<file path="src/rtl/instr_fetch_unit.sv">
// Instruction fetch unit: owns the PC, issues one word-address request at a time
// to instruction memory, and queues returned instructions in a small FIFO that
// decode drains. Redirects flush the FIFO and mark any in-flight response stale.
module instr_fetch_unit #(
    parameter int unsigned ADDR_W   = 16,
    parameter int unsigned WORD_W   = 32,
    parameter int unsigned RESET_PC = 0,
    parameter int unsigned DEPTH    = 2
) (
    input  logic              clk,
    input  logic              rst,

    output logic              imem_req_valid,
    input  logic              imem_req_ready,
    output logic [ADDR_W-1:0] imem_addr,
    input  logic              imem_resp_valid,
    input  logic [WORD_W-1:0] imem_resp_data,

    input  logic              redirect_valid,
    input  logic [ADDR_W-1:0] redirect_pc,

    output logic              dec_valid,
    input  logic              dec_ready,
    output logic [WORD_W-1:0] dec_instr,
    output logic [ADDR_W-1:0] dec_pc
);

    localparam int unsigned      PTR_W    = $clog2(DEPTH);
    localparam int unsigned      CNT_W    = PTR_W + 1;
    localparam logic [CNT_W-1:0] FULL_CNT = CNT_W'(DEPTH);
    localparam logic [ADDR_W-1:0] RST_PC  = ADDR_W'(RESET_PC);

    typedef enum logic [1:0] {
        StIdle,
        StWait,
        StWaitDrop
    } state_e;

    state_e            r_state, w_state_d;
    logic [ADDR_W-1:0] r_pc, w_pc_d;
    logic [ADDR_W-1:0] r_req_pc, w_req_pc_d;
    logic [CNT_W-1:0]  r_count, w_count_d;
    logic [PTR_W-1:0]  r_head, w_head_d;
    logic [PTR_W-1:0]  r_tail, w_tail_d;

    logic [WORD_W-1:0] r_buf_instr [DEPTH];
    logic [ADDR_W-1:0] r_buf_pc    [DEPTH];

    logic w_accept;
    logic w_push;
    logic w_pop;

    // A slot is reserved at issue time, so a kept response can never overflow.
    assign imem_req_valid = !rst && (r_state == StIdle) && (r_count < FULL_CNT);
    assign imem_addr      = r_pc;
    assign dec_valid      = (r_count != '0);
    assign dec_instr      = r_buf_instr[r_head];
    assign dec_pc         = r_buf_pc[r_head];

    assign w_accept = imem_req_valid && imem_req_ready;
    // Redirect wins over any same-cycle push or pop.
    assign w_push   = !redirect_valid && (r_state == StWait) && imem_resp_valid;
    assign w_pop    = !redirect_valid && dec_valid && dec_ready;

    // Next-state logic for the request FSM, PC and FIFO pointers.
    always_comb begin
        w_state_d  = r_state;
        w_pc_d     = r_pc;
        w_req_pc_d = r_req_pc;
        w_count_d  = r_count;
        w_head_d   = r_head;
        w_tail_d   = r_tail;

        if (redirect_valid) begin
            w_pc_d    = redirect_pc;
            w_count_d = '0;
            w_head_d  = '0;
            w_tail_d  = '0;
            // A response landing this cycle completes its request; otherwise any
            // outstanding or newly accepted request must have its data dropped.
            if (((r_state != StIdle) && !imem_resp_valid) || w_accept) begin
                w_state_d = StWaitDrop;
            end else begin
                w_state_d = StIdle;
            end
        end else begin
            case (r_state)
                StIdle: begin
                    if (w_accept) begin
                        w_req_pc_d = r_pc;
                        w_pc_d     = r_pc + ADDR_W'(1);
                        w_state_d  = StWait;
                    end
                end
                StWait: begin
                    if (imem_resp_valid) w_state_d = StIdle;
                end
                StWaitDrop: begin
                    if (imem_resp_valid) w_state_d = StIdle;
                end
                default: w_state_d = StIdle;
            endcase

            if (w_push) w_tail_d = r_tail + PTR_W'(1);
            if (w_pop)  w_head_d = r_head + PTR_W'(1);

            case ({w_push, w_pop})
                2'b10:   w_count_d = r_count + CNT_W'(1);
                2'b01:   w_count_d = r_count - CNT_W'(1);
                default: w_count_d = r_count;
            endcase
        end
    end

    // Control state registers with synchronous reset.
    always_ff @(posedge clk) begin
        if (rst) begin
            r_state  <= StIdle;
            r_pc     <= RST_PC;
            r_req_pc <= '0;
            r_count  <= '0;
            r_head   <= '0;
            r_tail   <= '0;
        end else begin
            r_state  <= w_state_d;
            r_pc     <= w_pc_d;
            r_req_pc <= w_req_pc_d;
            r_count  <= w_count_d;
            r_head   <= w_head_d;
            r_tail   <= w_tail_d;
        end
    end

    // FIFO storage; cleared on reset so decode outputs read zero afterwards.
    always_ff @(posedge clk) begin
        if (rst) begin
            for (int i = 0; i < DEPTH; i++) begin
                r_buf_instr[i] <= '0;
                r_buf_pc[i]    <= '0;
            end
        end else if (w_push) begin
            r_buf_instr[r_tail] <= imem_resp_data;
            r_buf_pc[r_tail]    <= r_req_pc;
        end
    end

endmodule

</file>
<file path="config.mk">
export PLATFORM = sky130hd
export DESIGN_NAME = instr_fetch_unit
export DESIGN_NICKNAME = d
export VERILOG_FILES = /design/src/rtl/instr_fetch_unit.sv
export SDC_FILE = /design/constraint.sdc
export NUM_CORES = 1
export LEC_CHECK = 0
export ABC_AREA = 1
export BUFFER_PORTS_ARGS = -buffer_cell sky130_fd_sc_hd__buf_4
export CAP_MARGIN = 20
export CORE_ASPECT_RATIO = 1.25
export CORE_MARGIN = 2
export CORE_UTILIZATION = 35
export DETAILED_ROUTE_END_ITERATION = 10
export PLACE_DENSITY = 0.67
export SLEW_MARGIN = 20
export SYNTH_ARGS = -nofsm -noshare
export SYNTH_HDL_FRONTEND = slang
export SYNTH_SLANG_ARGS = --single-unit
</file>
<file path="constraint.sdc">
create_clock -name clk -period 4.5 [get_ports clk]
set_input_delay 0 -clock clk [delete_from_list [all_inputs] [get_ports clk]]
set_output_delay 0 -clock clk [all_outputs]
set_load 0.01 [all_outputs]
</file>
==> impl_metrics.ini, run 1 <==
[run_status]
status = finished clean

[floorplan]
dieWidth_um = 120
die_h_um = 149
core_mm2 = 0.0167
io_pins = 120
initial_utilization_pct = 35.5
rows = 53
die_area_mm2 = 0.0180

[synthesis]
yosysWarnings = 0
ys_ff_latch = 135
syn_area_mm2 = 0.00593
synth_ff_type = edfxtp_1
async_flop_share_pct = 0
synth_edf_count = 96
synth.avg_cell_area_um2 = 10.3
syn_nets = 633
syn-instance-count = 575
yosysUniqueCellTypes = 25
ys_seq_area_share_pct = 61.8

[sta]
skew_ns = 0.0127
setup_tns_ns = 0
finalCriticalPeriod_ns = 2.38
relSlewSlack_pct = 53.8
tightestPinTransition_ns = 0.693
post-route-period-util_pct = 52.8
setup_violations = 0
layout_setup_ws_ns = 2.12
max_freq_mhz = 421
slew_viol_final = 0
rsz0062_at_grt = no
hold_viol = 0

[worst_setup_path]
cp_data_required_time_ns = 4.85
worstPathMaxFanout = 35
crit_type = in -> reg
path_cells = dlygate4sd3_1 > buf_4 > inv_2 > nand3_2 > nor2_4 > nand2_4 > inv_2 > nand3_1 > a31oi_1 > dlygate4sd3_1
crit_buf_inv = 5
crit_slowest_cell = dlygate4sd3_1
regToRegSetupSlack_ns = 2.23
crit_family = buffers and inverters
max_stage_delay_ns = 0.56
worstPathArrival_ns = 2.73
crit_path_end_kind = flop
start_kind = input pin

[clock_tree]
cts_tree = yes
htreeDepth = 4
cts_root_buf = clkbuf_16
cts_resized = 0
clock_latency_ns = 0.41
hold_buffers = 57
clk_pin_slew_worst_paths_ns = 0.06
post_cts_buffers = 0
numCtsBuffers = 17
cts.path.max_buffers = 2
clkSinkCount = 135

[grt]
antenna_found_initial = 0
grt_pass1_vias = 4423
overflow = 0
grt_first_pass_wirelength_um = 21400
grt_usage_pct = 15.3
grt_start_max_net_pins = 50

[routing]
first_pass_iters = 4
drc = 0
via_per_inst = 4.59
finalWirelength_um = 13600
vias = 4513
ant_nets = 0
drt_iter0_drc = 276
wl_per_cell_um = 13.8

[placement]
place_congestion = 0.829
numPortBuffers = 119
dpl.hpwl_um = 8650
pre_cts_ws_ns = 2.22

[worst_hold_path]
hold_class = in -> reg

[finish]
areaGrowthSynthToFinish_pct = 38.7
antennaDiodeCount = 0
drive_gt1_share_pct = 27.8
final_nets = 808
utilization_pct = 49.2

[power]
vdd_ir_drop_max_uv = 223
total_leakage_power_nw = 3.42
cellPowerDensity_mw_per_mm2 = 369
total_power_mw = 3.03

[flow_run]
drv_cap = 0
## synth_stat cells, types with 4 or more instances
master / instances / area, µm²
ha_1: 4 / 50.1
clkbuf_1: 13 / 48.8
mux2_2: 48 / 541
nand4_1: 4 / 25.0
edfxtp_1: 96 / 2880
o21ai_0: 32 / 160
dfxtp_1: 39 / 781
inv_1: 76 / 285
nor2_1: 120 / 450
nand3_1: 16 / 80.1
a21oi_1: 33 / 165
a211oi_1: 4 / 30.0
nand2_1: 60 / 225
buf_2: 9 / 45.0
## cell usage in the layout, fill, tap and decap left out
master | synthesis | final
xor2_1 | 3 | 3
clkinv_2 | 0 | 4
nand3_2 | 1 | 3
clkinv_1 | 0 | 1
inv_2 | 3 | 3
inv_1 | 76 | 76
nor3_1 | 3 | 3
clkbuf_16 | 0 | 17
dfxtp_2 | 0 | 1
o21ai_0 | 32 | 32
clkbuf_1 | 13 | 2
dlygate4sd3_1 | 0 | 57
nor2_2 | 1 | 1
nor2_4 | 2 | 2
nand2_1 | 60 | 58
buf_16 | 0 | 1
nand2_4 | 1 | 3
nor2_1 | 120 | 120
xnor2_1 | 2 | 2
a211oi_1 | 4 | 4
bufinv_16 | 0 | 3
dfxtp_1 | 39 | 38
nand3_1 | 16 | 14
buf_4 | 0 | 121
o21bai_1 | 1 | 1
clkinvlp_4 | 0 | 1
mux2_2 | 48 | 48
clkinv_4 | 0 | 4
nand4_1 | 4 | 4
edfxtp_1 | 96 | 96
a21oi_1 | 33 | 33
a31oi_1 | 3 | 3
ha_1 | 4 | 4
## area by class of cell
| type | instances | area (µm²) |
|---|---|---|
| clock inverter | 13 | 156 |
| inverter | 79 | 297 |
| multi-input combinational | 338 | 1890 |
| sequential | 135 | 3660 |
| tap | 220 | 275 |
| fill | 1560 | 8490 |
| timing repair buffer | 179 | 1510 |
| clock buffer | 19 | 433 |
## metal layers
layer / share of wire (%) / up-vias / global-route usage (%)
met5: 0 / - / 0
met1: 41 / 2127 / 17.7
met4: 1.5 / 0 / 5.93
met2: 53 / 112 / 27.8
met3: 3.9 / 17 / 3.16
li1: - / 2257 / -
## final timing paths
path                                 start                         end  cells after the start
setup / recovery                       rst   imem_addr[8]$_SDFFE_PP0P_                     10
hold reg to reg   r_req_pc[2]$_SDFFE_PP0P_    r_req_pc[2]$_SDFFE_PP0P_                      2
hold / removal              imem_req_ready  imem_addr[11]$_SDFFE_PP0P_                      5
setup reg to reg   r_state[1]$_SDFFE_PP0P_   imem_addr[8]$_SDFFE_PP0P_                      9
## cells by family (layout without fill, tap and decap cells)
logic type,count (synthesis),in the layout,share of synthesized area [%]
and+or+nand+nor,208,208,14.3
AOI/OAI and AO/OA,73,73,6.44
adders and majority gates,4,4,0.844
xor gates and xnor gates,5,5,0.739
muxes,48,48,9.12
DFF,135,135,61.8
buffers and inverters,102,290,6.78
## state kept, by name, summed over array words and instances, names as in the netlist, named ones only
name,count
r_buf_instr,64
r_head,1
r_req_pc,16
r_count,2
r_buf_pc,32
imem_addr,16
r_state,2
r_tail,1
## power breakdown
part	internal (mW)	total, mW	switching (mW)
Sequential	1.38	1.41	0.0274
Combinational	0.133	0.262	0.129
Clock	0.867	1.37	0.498
Total	2.38	3.03	0.654
## worst reg2reg max path, cell delays in order (launching register included)
cell           delay, ns
dfxtp_1             0.31
inv_1               0.08
ha_1                0.22
nand3_2             0.12
nor2_4              0.22
nand2_4             0.24
inv_2               0.23
nand3_1             0.11
a31oi_1             0.13
dlygate4sd3_1       0.56
## through the flow
step | cells | area (µm²) | hold WS, ns
after floorplan | 575 | 5930 | 0.0694
after global placement | 893 | 7020 | 0.269
after detailed placement | 894 | 7060 | 0.284
after CTS | 983 | 8220 | 0.0239
after global routing | 983 | 8220 | 0.0893
final | 983 | 8220 | 0.0520
Note: power is estimated with default switching activity, not from simulation.
==> run 2, diff against run 1 <==
--- a/config.mk
+++ b/config.mk
@@ -12,7 +12,7 @@
 export CORE_MARGIN = 2
 export CORE_UTILIZATION = 35
 export DETAILED_ROUTE_END_ITERATION = 10
-export PLACE_DENSITY = 0.67
+export PLACE_DENSITY = 0.69
 export SLEW_MARGIN = 20
 export SYNTH_ARGS = -nofsm -noshare
 export SYNTH_HDL_FRONTEND = slang
==> constraint.sdc (replaced) <==
create_clock -name clk -period 2.14 [get_ports clk]
set_input_delay 0 -clock clk [delete_from_list [all_inputs] [get_ports clk]]
set_output_delay 0 -clock clk [all_outputs]
set_load 0.01 [all_outputs]
==> run 2 against run 1 <==
- via count is 1.1% higher
- clock-buffer cell count stayed put
- sequential share of layout area is 0.42 points lower
- critical path depth is 1 lower
- critical path type is now reg -> reg
==> impl_metrics.ini, run 2 (same netlist as run 1, synthesis figures left out) <==
[sta]
skew_ns = 0.00825
finalCriticalPeriod_ns = 1.99
setup_tns_ns = 0
max_freq_mhz = 503
slew_viol_final = 0
post-route-period-util_pct = 92.8
tightestPinTransition_ns = 0.536
relSlewSlack_pct = 64.1
setup_violations = 0
hold_viol = 0
rsz0062_at_grt = no

[worst_setup_path]
path_cells = inv_1 > ha_1 > nand3_2 > nor2_4 > nand2_8 > nor2_1 > nand2_1 > a31oi_1 > dlygate4sd3_1
crit_slowest_cell = dlygate4sd3_1
start_kind = flop
worstPathMaxFanout = 35
crit_path_end_kind = flop
worstPathArrival_ns = 2.35
max_stage_delay_ns = 0.55
cp_data_required_time_ns = 2.50
crit_type = reg -> reg

[clock_tree]
clk_pin_slew_worst_paths_ns = 0.06
cts_root_buf = clkbuf_16
clkSinkCount = 135
clock_latency_ns = 0.42
htreeDepth = 4
cts_tree = yes
cts.path.max_buffers = 2
numCtsBuffers = 17

[grt]
overflow = 0
use_met3_pct = 4.31
grt_usage_pct = 15.5
grt_start_max_net_pins = 49
antenna_found_initial = 0
grt-busiest-layer = met2
grt_pass1_vias = 4391
use_met1_pct = 18.1
grt_first_pass_wirelength_um = 21400
met2_usage_pct = 26.8

[routing]
ant_nets = 0
drc = 0
finalWirelength_um = 13500
wl_per_cell_um = 13.6
vias = 4564
first_pass_iters = 5
via_per_inst = 4.61
drt_iter0_drc = 304

[finish]
areaGrowthSynthToFinish_pct = 40.0
reg_top3 = r_buf_instr: 64 flops, r_buf_pc: 32 flops
multi_input_area_mm2 = 0.00189
largest_register_ff_count = 64
drive_gt1_share_pct = 28.7
antennaDiodeCount = 0
seqCellArea_mm2 = 0.00366
final_cell_mix = buf_4 (125), nor2_1 (120), edfxtp_1 (96)
final_common_cell = buf_4
final_cells = 990
final_nets = 815
largest_register = r_buf_instr
fill_cells = 1526

[power]
cellPowerDensity_mw_per_mm2 = 761
intPower_mw = 4.92
vdd_ir_drop_max_uv = 506
clkPwrFrac_pct = 44.2
p_sw_mw = 1.39
total_power_mw = 6.31
combPwrFrac_pct = 9.1
total_leakage_power_nw = 3.44
p_sw_share_pct = 22.0
p_seq_share_pct = 46.7

[flow_run]
drv_cap = 0

[floorplan]
rows = 53
initial_utilization_pct = 35.5
die_h_um = 149
core_mm2 = 0.0167
dieWidth_um = 120
die_area_mm2 = 0.0180
io_pins = 120

[placement]
dp.cells = 898
dpl.hpwl_um = 8000
place_congestion = 0.821
numPortBuffers = 119

[run_status]
status = finished clean

[worst_hold_path]
hold_class = in -> reg
[run 2: cell types whose count changed in the layout (fill, tap and decap cells not counted), sizes merged]
cell / previous run / this run
bufinv: 3 / 2
dlygate4sd3: 57 / 56
clkinvlp: 1 / 6
clkinv: 9 / 6
inv: 79 / 78
buf: 122 / 130
[run 2: through the flow]
| step | hold WS, ns | setup slack, ns | util (%) | cell area (µm²) |
|---|---|---|---|---|
| finish | 0.0207 | 0.154 | 49.7 | 8300 |
| global route | 0.0708 | 0.00965 | 49.7 | 8300 |
| CTS | 0.000926 | 0.0435 | 49.4 | 8260 |
| detailed placement | 0.284 | 0.472 | 42.6 | 7120 |
| global placement | 0.286 | 0.525 | 42.6 | 7120 |
| floorplan | 0.0694 | 0.0730 | - | 5930 |
[run 2: power groups by stage]
stage / Combinational (mW) / Sequential, mW / Clock, mW
after global placement: 0.477 / 3.00 / 0
final: 0.576 / 2.95 / 2.79
after floorplan: 0.231 / 3.00 / 0
after CTS: 0.565 / 2.95 / 2.85
after global routing: 0.634 / 2.96 / 2.95
after detailed placement: 0.482 / 3.00 / 0
[run 2: per-layer routing]
layer  share of wire, %  vias to the layer above
li1                   -                     2268
met1                 42                     2131
met2                 51                      145
met3                5.2                       20
met4                1.7                        0
met5                  0                        -
[run 2: timing repair]
action	CTS	global route
resized for setup	0	2
setup buffers	0	4
hold buffers	56	0
endpoints found under the setup margin	0	1
endpoints found under the hold margin	87	0
[run 2: final timing paths]
check                          startpoint                    endpoint  slack [ns]  cells past startpoint
setup / recovery  r_state[1]$_SDFFE_PP0P_   imem_addr[5]$_SDFFE_PP0P_        0.15                      9
hold / removal            redirect_pc[13]  imem_addr[13]$_SDFFE_PP0P_        0.02                      5
setup reg to reg  r_state[1]$_SDFFE_PP0P_   imem_addr[5]$_SDFFE_PP0P_        0.15                      9
hold reg to reg       r_head$_SDFFE_PP0P_                        flop        0.47                      2
[run 2: cell type report]
cell class / count / share of cell area [%]
flip-flops and latches: 135 / 44.2
multi-input cells: 338 / 22.7
repair buffers: 186 / 19.3
clock buffers: 19 / 5.34
inverters: 79 / 3.59
well taps: 220 / 3.32
clock inverters: 13 / 1.60
[run 2: critical path, delay by kind of cell (launching register included)]
family / cells / cell delay (ns)
flip-flops: 1 / 0.31
AND/OR/NAND/NOR: 5 / 0.70
AO/OA/AOI/OAI: 1 / 0.11
buffers and inverters: 2 / 0.62
adder cells (fa/ha/maj): 1 / 0.19
